<file path="config.mk">
export PLATFORM = sky130hd
export DESIGN_NAME = note_sequencer_flat
export DESIGN_NICKNAME = d
export VERILOG_FILES = /design/src/rtl/note_sequencer_pkg.sv /design/src/rtl/note_sequencer_if.sv /design/src/rtl/note_sequencer_ram.sv /design/src/rtl/note_sequencer.sv /design/src/flat_wrapper.sv
export SDC_FILE = /design/constraint.sdc
export NUM_CORES = 1
export LEC_CHECK = 0
export ABC_AREA = 1
export BUFFER_PORTS_ARGS = -buffer_cell sky130_fd_sc_hd__buf_2
export CAP_MARGIN = 0
export CORE_MARGIN = 1
export CORE_UTILIZATION = 40
export CTS_CLUSTER_DIAMETER = 80
export DETAILED_ROUTE_END_ITERATION = 8
export GPL_TIMING_DRIVEN = 1
export PLACE_DENSITY = 0.54
export SLEW_MARGIN = 20
export SYNTH_ARGS = -nofsm -noshare
export SYNTH_HDL_FRONTEND = slang
export SYNTH_HIERARCHICAL = 1
export SYNTH_SLANG_ARGS = --single-unit
</file>
<file path="constraint.sdc">
create_clock -name clk -period 4.2 [get_ports clk]
set_clock_uncertainty 0.2 [all_clocks]
set_input_delay 0 -clock clk [delete_from_list [all_inputs] [get_ports clk]]
set_output_delay 0 -clock clk [all_outputs]
set_load 0.03 [all_outputs]
</file>
<file path="src/rtl/note_sequencer_pkg.sv">
// Shared sizes, FSM state encoding and table-entry field layout for the note sequencer.
package noteseq_pkg;
    localparam int WIDTH      = 16;
    localparam int DUR_W      = 8;
    localparam int DEPTH      = 16;
    localparam int AW         = $clog2(DEPTH);
    localparam int ENTRY_W    = WIDTH + DUR_W;
    localparam int DUR_LSB    = 0;
    localparam int PERIOD_LSB = DUR_W;

    localparam logic [AW-1:0]    IDX_ONE  = {{(AW-1){1'b0}}, 1'b1};
    localparam logic [AW-1:0]    IDX_LAST = {AW{1'b1}};
    localparam logic [DUR_W-1:0] DUR_ONE  = {{(DUR_W-1){1'b0}}, 1'b1};

    typedef enum logic [2:0] {
        ST_IDLE = 3'd0,
        ST_LOAD = 3'd1,
        ST_PLAY = 3'd2,
        ST_GAP  = 3'd3,
        ST_DONE = 3'd4
    } state_t;

    function automatic logic [DUR_W-1:0] entry_dur(input logic [ENTRY_W-1:0] entry);
        return entry[DUR_LSB +: DUR_W];
    endfunction

    function automatic logic [WIDTH-1:0] entry_period(input logic [ENTRY_W-1:0] entry);
        return entry[PERIOD_LSB +: WIDTH];
    endfunction
endpackage

</file>
<file path="src/rtl/note_sequencer_if.sv">
// Host/loader-side bus of the note sequencer: control, table write port and tone-path outputs.
interface note_sequencer_if;
    import noteseq_pkg::*;

    logic               lrclk;
    logic               start;
    logic               stop;
    logic               loop;
    logic               wr_en;
    logic [AW-1:0]      wr_addr;
    logic [ENTRY_W-1:0] wr_data;
    logic [WIDTH-1:0]   period;
    logic               mute;
    logic [AW-1:0]      note_idx;
    logic               busy;
    logic               done;

    modport master (
        output lrclk, start, stop, loop, wr_en, wr_addr, wr_data,
        input  period, mute, note_idx, busy, done
    );

    modport slave (
        input  lrclk, start, stop, loop, wr_en, wr_addr, wr_data,
        output period, mute, note_idx, busy, done
    );
endinterface

</file>
<file path="src/rtl/note_sequencer_ram.sv">
// Note table: DEPTH x ENTRY_W, one write port, one synchronous read port, read-before-write.
module noteseq_ram
    import noteseq_pkg::*;
(
    input  logic               clk,
    input  logic               rst_n,
    input  logic               wr_en,
    input  logic [AW-1:0]      wr_addr,
    input  logic [ENTRY_W-1:0] wr_data,
    input  logic [AW-1:0]      rd_addr,
    output logic [ENTRY_W-1:0] rd_data
);
    logic [ENTRY_W-1:0] mem_r [DEPTH];
    logic [ENTRY_W-1:0] rd_data_r;

    // Table storage; contents deliberately survive reset.
    always_ff @(posedge clk) begin
        if (wr_en) begin
            mem_r[wr_addr] <= wr_data;
        end
    end

    // Read register sees the pre-write contents on an address collision.
    always_ff @(posedge clk or negedge rst_n) begin
        if (!rst_n) begin
            rd_data_r <= {ENTRY_W{1'b0}};
        end else begin
            rd_data_r <= mem_r[rd_addr];
        end
    end

    assign rd_data = rd_data_r;
endmodule

</file>
<file path="src/rtl/note_sequencer.sv">
// Steps through the note table one entry per note, counting durations in lrclk frames.
// Build option: define NOTESEQ_GAP_EN to insert one muted frame between consecutive notes.
module note_sequencer
    import noteseq_pkg::*;
(
    input  logic            clk,
    input  logic            reset,
    note_sequencer_if.slave bus
);
    state_t             state_r;
    logic               load_wait_r;
    logic [AW-1:0]      idx_r;
    logic [DUR_W-1:0]   count_r;
    logic [WIDTH-1:0]   period_r;
    logic               mute_r;
    logic               busy_r;
    logic               done_r;
    logic               lrclk_q_r;
    logic               tick_s;
    logic [ENTRY_W-1:0] rd_data_s;
    logic [DUR_W-1:0]   rd_dur_s;
    logic [WIDTH-1:0]   rd_period_s;

    // The table is always read at idx_r; IDLE parks idx_r at 0 so start finds entry 0 ready.
    noteseq_ram u_ram (
        .clk     (clk),
        .rst_n   (reset),
        .wr_en   (bus.wr_en),
        .wr_addr (bus.wr_addr),
        .wr_data (bus.wr_data),
        .rd_addr (idx_r),
        .rd_data (rd_data_s)
    );

    assign rd_dur_s    = entry_dur(rd_data_s);
    assign rd_period_s = entry_period(rd_data_s);
    assign tick_s      = bus.lrclk & ~lrclk_q_r;

    // Frame-clock edge detector.
    always_ff @(posedge clk or negedge reset) begin
        if (!reset) begin
            lrclk_q_r <= 1'b0;
        end else begin
            lrclk_q_r <= bus.lrclk;
        end
    end

    // Sequencer FSM with registered outputs; load_wait_r marks a stale read after idx_r moves.
    always_ff @(posedge clk or negedge reset) begin
        if (!reset) begin
            state_r     <= ST_IDLE;
            load_wait_r <= 1'b0;
            idx_r       <= {AW{1'b0}};
            count_r     <= {DUR_W{1'b0}};
            period_r    <= {WIDTH{1'b0}};
            mute_r      <= 1'b1;
            busy_r      <= 1'b0;
            done_r      <= 1'b0;
        end else if (bus.stop) begin
            state_r     <= ST_IDLE;
            load_wait_r <= 1'b0;
            idx_r       <= {AW{1'b0}};
            mute_r      <= 1'b1;
            busy_r      <= 1'b0;
            done_r      <= 1'b0;
        end else begin
            done_r <= 1'b0;
            case (state_r)
                ST_IDLE: begin
                    idx_r  <= {AW{1'b0}};
                    mute_r <= 1'b1;
                    if (bus.start) begin
                        state_r     <= ST_LOAD;
                        load_wait_r <= 1'b0;
                        busy_r      <= 1'b1;
                    end else begin
                        busy_r <= 1'b0;
                    end
                end
                ST_LOAD: begin
                    if (load_wait_r) begin
                        load_wait_r <= 1'b0;
                    end else if (rd_dur_s == {DUR_W{1'b0}}) begin
                        if (bus.loop && (idx_r != {AW{1'b0}})) begin
                            idx_r       <= {AW{1'b0}};
                            load_wait_r <= 1'b1;
                        end else begin
                            state_r <= ST_DONE;
                            idx_r   <= {AW{1'b0}};
                            mute_r  <= 1'b1;
                            busy_r  <= 1'b0;
                            done_r  <= 1'b1;
                        end
                    end else begin
                        state_r  <= ST_PLAY;
                        period_r <= rd_period_s;
                        mute_r   <= (rd_period_s == {WIDTH{1'b0}});
                        count_r  <= rd_dur_s;
                    end
                end
                ST_PLAY: begin
                    if (tick_s) begin
                        if (count_r == DUR_ONE) begin
                            count_r <= {DUR_W{1'b0}};
                            idx_r   <= idx_r + IDX_ONE;
                            if ((idx_r == IDX_LAST) && !bus.loop) begin
                                state_r <= ST_DONE;
                                mute_r  <= 1'b1;
                                busy_r  <= 1'b0;
                                done_r  <= 1'b1;
                            end else begin
`ifdef NOTESEQ_GAP_EN
                                state_r <= ST_GAP;
                                mute_r  <= 1'b1;
`else
                                state_r     <= ST_LOAD;
                                load_wait_r <= 1'b1;
`endif
                            end
                        end else begin
                            count_r <= count_r - DUR_ONE;
                        end
                    end
                end
`ifdef NOTESEQ_GAP_EN
                ST_GAP: begin
                    if (tick_s) begin
                        state_r     <= ST_LOAD;
                        load_wait_r <= 1'b1;
                    end
                end
`endif
                ST_DONE: begin
                    state_r <= ST_IDLE;
                    mute_r  <= 1'b1;
                    busy_r  <= 1'b0;
                end
                default: begin
                    state_r     <= ST_IDLE;
                    load_wait_r <= 1'b0;
                    idx_r       <= {AW{1'b0}};
                    mute_r      <= 1'b1;
                    busy_r      <= 1'b0;
                end
            endcase
        end
    end

    assign bus.period   = period_r;
    assign bus.mute     = mute_r;
    assign bus.note_idx = idx_r;
    assign bus.busy     = busy_r;
    assign bus.done     = done_r;
endmodule
</file>
<file path="src/flat_wrapper.sv">
// flat-port wrapper written by rule: the top's interface ports become plain ports
module note_sequencer_flat import noteseq_pkg::*;
  (clk, reset, bus_lrclk, bus_start, bus_stop, bus_loop, bus_wr_en, bus_wr_addr, bus_wr_data, bus_period, bus_mute, bus_note_idx, bus_busy, bus_done);
  note_sequencer_if bus_i ();
  input  logic clk;
  input  logic reset;
  input wire logic [$bits(bus_i.lrclk)-1:0] bus_lrclk;
  input wire logic [$bits(bus_i.start)-1:0] bus_start;
  input wire logic [$bits(bus_i.stop)-1:0] bus_stop;
  input wire logic [$bits(bus_i.loop)-1:0] bus_loop;
  input wire logic [$bits(bus_i.wr_en)-1:0] bus_wr_en;
  input wire logic [$bits(bus_i.wr_addr)-1:0] bus_wr_addr;
  input wire logic [$bits(bus_i.wr_data)-1:0] bus_wr_data;
  output wire logic [$bits(bus_i.period)-1:0] bus_period;
  output wire logic [$bits(bus_i.mute)-1:0] bus_mute;
  output wire logic [$bits(bus_i.note_idx)-1:0] bus_note_idx;
  output wire logic [$bits(bus_i.busy)-1:0] bus_busy;
  output wire logic [$bits(bus_i.done)-1:0] bus_done;
  assign bus_i.lrclk = bus_lrclk;
  assign bus_i.start = bus_start;
  assign bus_i.stop = bus_stop;
  assign bus_i.loop = bus_loop;
  assign bus_i.wr_en = bus_wr_en;
  assign bus_i.wr_addr = bus_wr_addr;
  assign bus_i.wr_data = bus_wr_data;
  assign bus_period = bus_i.period;
  assign bus_mute = bus_i.mute;
  assign bus_note_idx = bus_i.note_idx;
  assign bus_busy = bus_i.busy;
  assign bus_done = bus_i.done;
  note_sequencer u_core (.clk(clk), .reset(reset), .bus(bus_i));
endmodule
</file>
==> impl_summary.md <==
Global route
The number of global-route vias before repair was 12500. The largest net degree at the start of global routing is between 100 and 150. The total routing resource utilization after global routing is between 20 and 25%.

The met1 usage is between 30% and 40%. The first global-routing pass estimated about 75 mm of wire. The sum of overflow across all layers after global routing is 0. For met3 alone, demand over resource in global routing was 3.24%. After global routing, the most crowded layer is met2. The initial antenna violation count came to 6. The global routing met2 resource utilization is a little under a third.

Timing
The final critical delay including setup and external delays is roughly 3.5 ns. The final hold slack is between 0.03 and 0.04 ns. The number of setup violations in the final report is 0. The period utilization is between 80% and 90%. The count of final hold-check violations is 0.

For this run, the top clock speed supported by timing is roughly 280 MHz. For the pin with the worst max-slew slack, the measured transition is ~1.2 ns. The worst pin sits at a relative slew slack of about 23%. The total negative setup slack is 0 ns. The max-slew violation count is 0. Setup repair after global routing left no endpoint under its margin.

Placed design
The half-perimeter wire length after placement is about 26 mm. Routability-driven placement finished with a final weighted congestion of between 0.8 and 0.9. After detailed placement, the design holds a cell count of approximately 2500.

The number of port buffers is 57. The placed standard-cell area is 20200 sq um.

Final layout
Leaving out fill and tap cells, the most frequent cell in the layout is sky130_fd_sc_hd__nand2_1. The post-route netlist has about a tenth of its cells at a drive strength greater than 1. The final cell count without fillers is approximately 2600. The multi-input combinational cells in the finished layout cover a total of around 4600 sq um.

Relative to the synthesized area, the layout overhead comes to 14.4%. For this run, the post-layout net count is around 2000. The final-layout fill cell count is 4452. The cell area after layout is 22000 sq um. In the layout the commonest cells are sky130_fd_sc_hd__nand2_1, sky130_fd_sc_hd__edfxtp_1, sky130_fd_sc_hd__inv_1. The area occupied by registers is roughly 13000 sq um.

Floorplan
The floorplan die height is between 200 and 250 microns. The initial core utilization is 40.4%. Row generation in the floorplan step produced 80 rows. The die outline width is about 220 microns. The area inside the core boundary is 47600 sq um.

The die footprint is between 40000 and 50000 sq um. The number of primary I/O pins is 58.

Synthesis
The count of mapped cells out of synthesis is roughly 1900. The number of enable flip-flop cells after synthesis is ~380. The async set or reset register ratio after synthesis is 13.5%.

Yosys mapped the design onto 32 distinct sky130hd cell types. The part of the Yosys area used for sequential elements is 67.7%. The dominant register cell in the synthesized netlist is sky130_fd_sc_hd__edfxtp_1. After synthesis the netlist holds a flip-flop and latch count of about 440. After synthesis the cells add up to around 19000 sq um.

Averaged over all synthesized cells, the footprint is roughly 10 sq um. The number of synthesis warnings is 6. The net count after synthesis is between 1500 and 2000.

Worst setup path
Data on the critical path arrives at its endpoint at between 3 and 4 ns. The largest fanout on the critical path is 56. Among all stages on the critical path, the largest delay is contributed by sky130_fd_sc_hd__buf_4. The element type at the critical path end is a register.

The endpoint required time on the critical path is 4.46 ns. The kind of launch point of the worst setup path is a register. The signal on the critical path passes through buf_4 > buf_4 > ha_1 > nand3_1 > nor2_1 > nor2_1 > nor2_1 > nand3_1 > nand2_1 > nand2_1 > dlygate4sd3_1. The largest stage delay on the critical path is about 0.70 ns.

Among the stages of the critical path, the cell type that occurs most often is sky130_fd_sc_hd__nor2_1. By startpoint and endpoint, the worst setup path is classified as reg -> reg.

Detailed routing
The first TritonRoute pass finished after 8 iterations. The via density per instance is around 4.9. The average wire per cell in the routed design is about 18 microns. The routed layout has 13100 vias.

Once detail routing completed, the nets flagged for antenna violations numbered 0. The total routed wirelength is between 40 and 50 mm. After detailed routing, the number of remaining DRC violations is 0.

In this run, the number of DRC markers left after iteration 0 of detailed routing was about 1100.

Power and ir drop
The analysis attributes to cell leakage a power of 9.51 nW. The total power per unit cell area is around 500 nW/um^2. VDD sags by at most 0.252 mV.

Run
Max-cap violations in this run came to 0.

Worst hold path
The min-delay analysis places its worst path in the category in -> reg.

Clock tree
TritonCTS built the clock tree. TritonCTS created 48 clock buffers. The CTS sink count is around 440. The master cell of the clock root buffer is sky130_fd_sc_hd__clkbuf_16. The H-tree was split into 2 levels. The clock passes through at most 3 buffers. The clock latency of the later-clocked register in the worst-skew pair is 0.58 ns.

The post-cts gate resize count is 0. The clock transition at the register clock pins on the worst setup and hold paths after CTS is around 0.060 ns.

Status
The flow ran to the end, and the final reports show no timing, DRC or antenna violations.
==> cells in the mapped netlist (4+ instances only) <==
cell type,number,area (sq um)
sky130_fd_sc_hd__o21ai_0,10,50.1
sky130_fd_sc_hd__nand2_1,606,2270
sky130_fd_sc_hd__buf_2,45,225
sky130_fd_sc_hd__buf_4,15,113
sky130_fd_sc_hd__buf_6,4,45.0
sky130_fd_sc_hd__nand4_1,9,56.3
sky130_fd_sc_hd__nand3_1,313,1570
sky130_fd_sc_hd__clkbuf_1,11,41.3
sky130_fd_sc_hd__edfxtp_1,384,11500
sky130_fd_sc_hd__nor2_1,52,195
sky130_fd_sc_hd__ha_1,4,50.1
sky130_fd_sc_hd__inv_1,328,1230
sky130_fd_sc_hd__buf_1,8,30.0
sky130_fd_sc_hd__dfrtp_1,59,1480
sky130_fd_sc_hd__a21oi_1,4,20.0
sky130_fd_sc_hd__o21ai_2,15,131
==> where the power goes <==
| group | total (mW) | switching (mW) | internal, mW |
|---|---|---|---|
| Combinational | 1.85 | 1.29 | 0.564 |
| Sequential | 5.24 | 0.177 | 5.06 |
| Clock | 3.79 | 1.69 | 2.11 |
==> per-layer routing <==
| layer | part of all wire (%) | vias to the layer above | routed length (microns) |
|---|---|---|---|
| li1 | - | 6285 | - |
| met4 | 1.7 | 2 | 817 |
| met2 | 44 | 368 | 21300 |
| met3 | 5.7 | 60 | 2760 |
| met5 | 0.016 | - | 8 |
| met1 | 49 | 6337 | 23700 |
==> cell type report <==
cell class	instances	share of cell area, %
Multi-Input combinational cell	1036	21.1
Clock buffer	59	5.68
Inverter	331	5.67
Tap cell	615	3.49
Clock inverter	27	0.602
Timing Repair Buffer	123	4.26
Antenna cell	3	0.0341
Sequential cell	444	59.2
==> timing repair <==
| action | 4_1_cts | 5_1_grt |
|---|---|---|
| setup buffers | 0 | 0 |
| endpoints found under the hold margin | 481 | 0 |
| hold buffers | 37 | 0 |
| endpoints found under the setup margin | 0 | 0 |
==> registers in the layout, indices dropped and copies added, names as in the netlist <==
signal,count
u_core/load_wait_r,1
u_core/bus.busy,1
u_core/bus.note_idx,4
u_core/state_r,3
u_core/lrclk_q_r,1
u_core/count_r,8
u_core/bus.period,16
u_core/u_ram/rd_data,24
u_core/bus.done,1
u_core/u_ram/mem_r,384
u_core/bus.mute,1
==> stage by stage <==
step | power [mW] | setup slack [ns] | utilization, %
6_report | 10.9 | 0.687 | 46.2
5_1_grt | 11.4 | 0.451 | 46.2
4_1_cts | 11.0 | 0.689 | 46.2
3_5_place_dp | 7.15 | 1.27 | 42.5
3_3_place_gp | 7.12 | 1.27 | 42.4
2_1_floorplan | 6.64 | 2.35 | -
==> cells by family after synthesis <==
group,count (synthesis),share of synthesized area [%]
simple gates,993,21.8
flops,444,67.7
buf+inv,414,8.81
compound gates,34,1.23
xor+xnor,5,0.227
fa+ha+maj,4,0.260
==> worst max-delay path, delay by kind of cell, from the launching register on <==
family / cells / cell delay [ns]
adder cells (fa/ha/maj): 1 / 0.35
flip-flops: 1 / 0.41
buffers and inverters: 3 / 1.75
AND/OR/NAND/NOR: 7 / 0.66
==> final timing paths <==
kind	to	from	cells past startpoint	slack (ns)
setup / recovery	u_core/bus.busy	u_core/bus.note_idx[1]	11	0.69
hold / removal	u_core/u_ram/mem_r[0][12]	bus_wr_en	3	0.04
setup reg to reg	u_core/bus.busy	u_core/bus.note_idx[1]	11	0.69
hold reg to reg	u_core/bus.period[12]	u_core/bus.period[12]	2	0.26
max in group asynchronous	u_core/count_r[3]	reset	4	2.29
min in group asynchronous	u_core/state_r[2]	reset	4	0.42
Power figures use the tool's default switching activity.
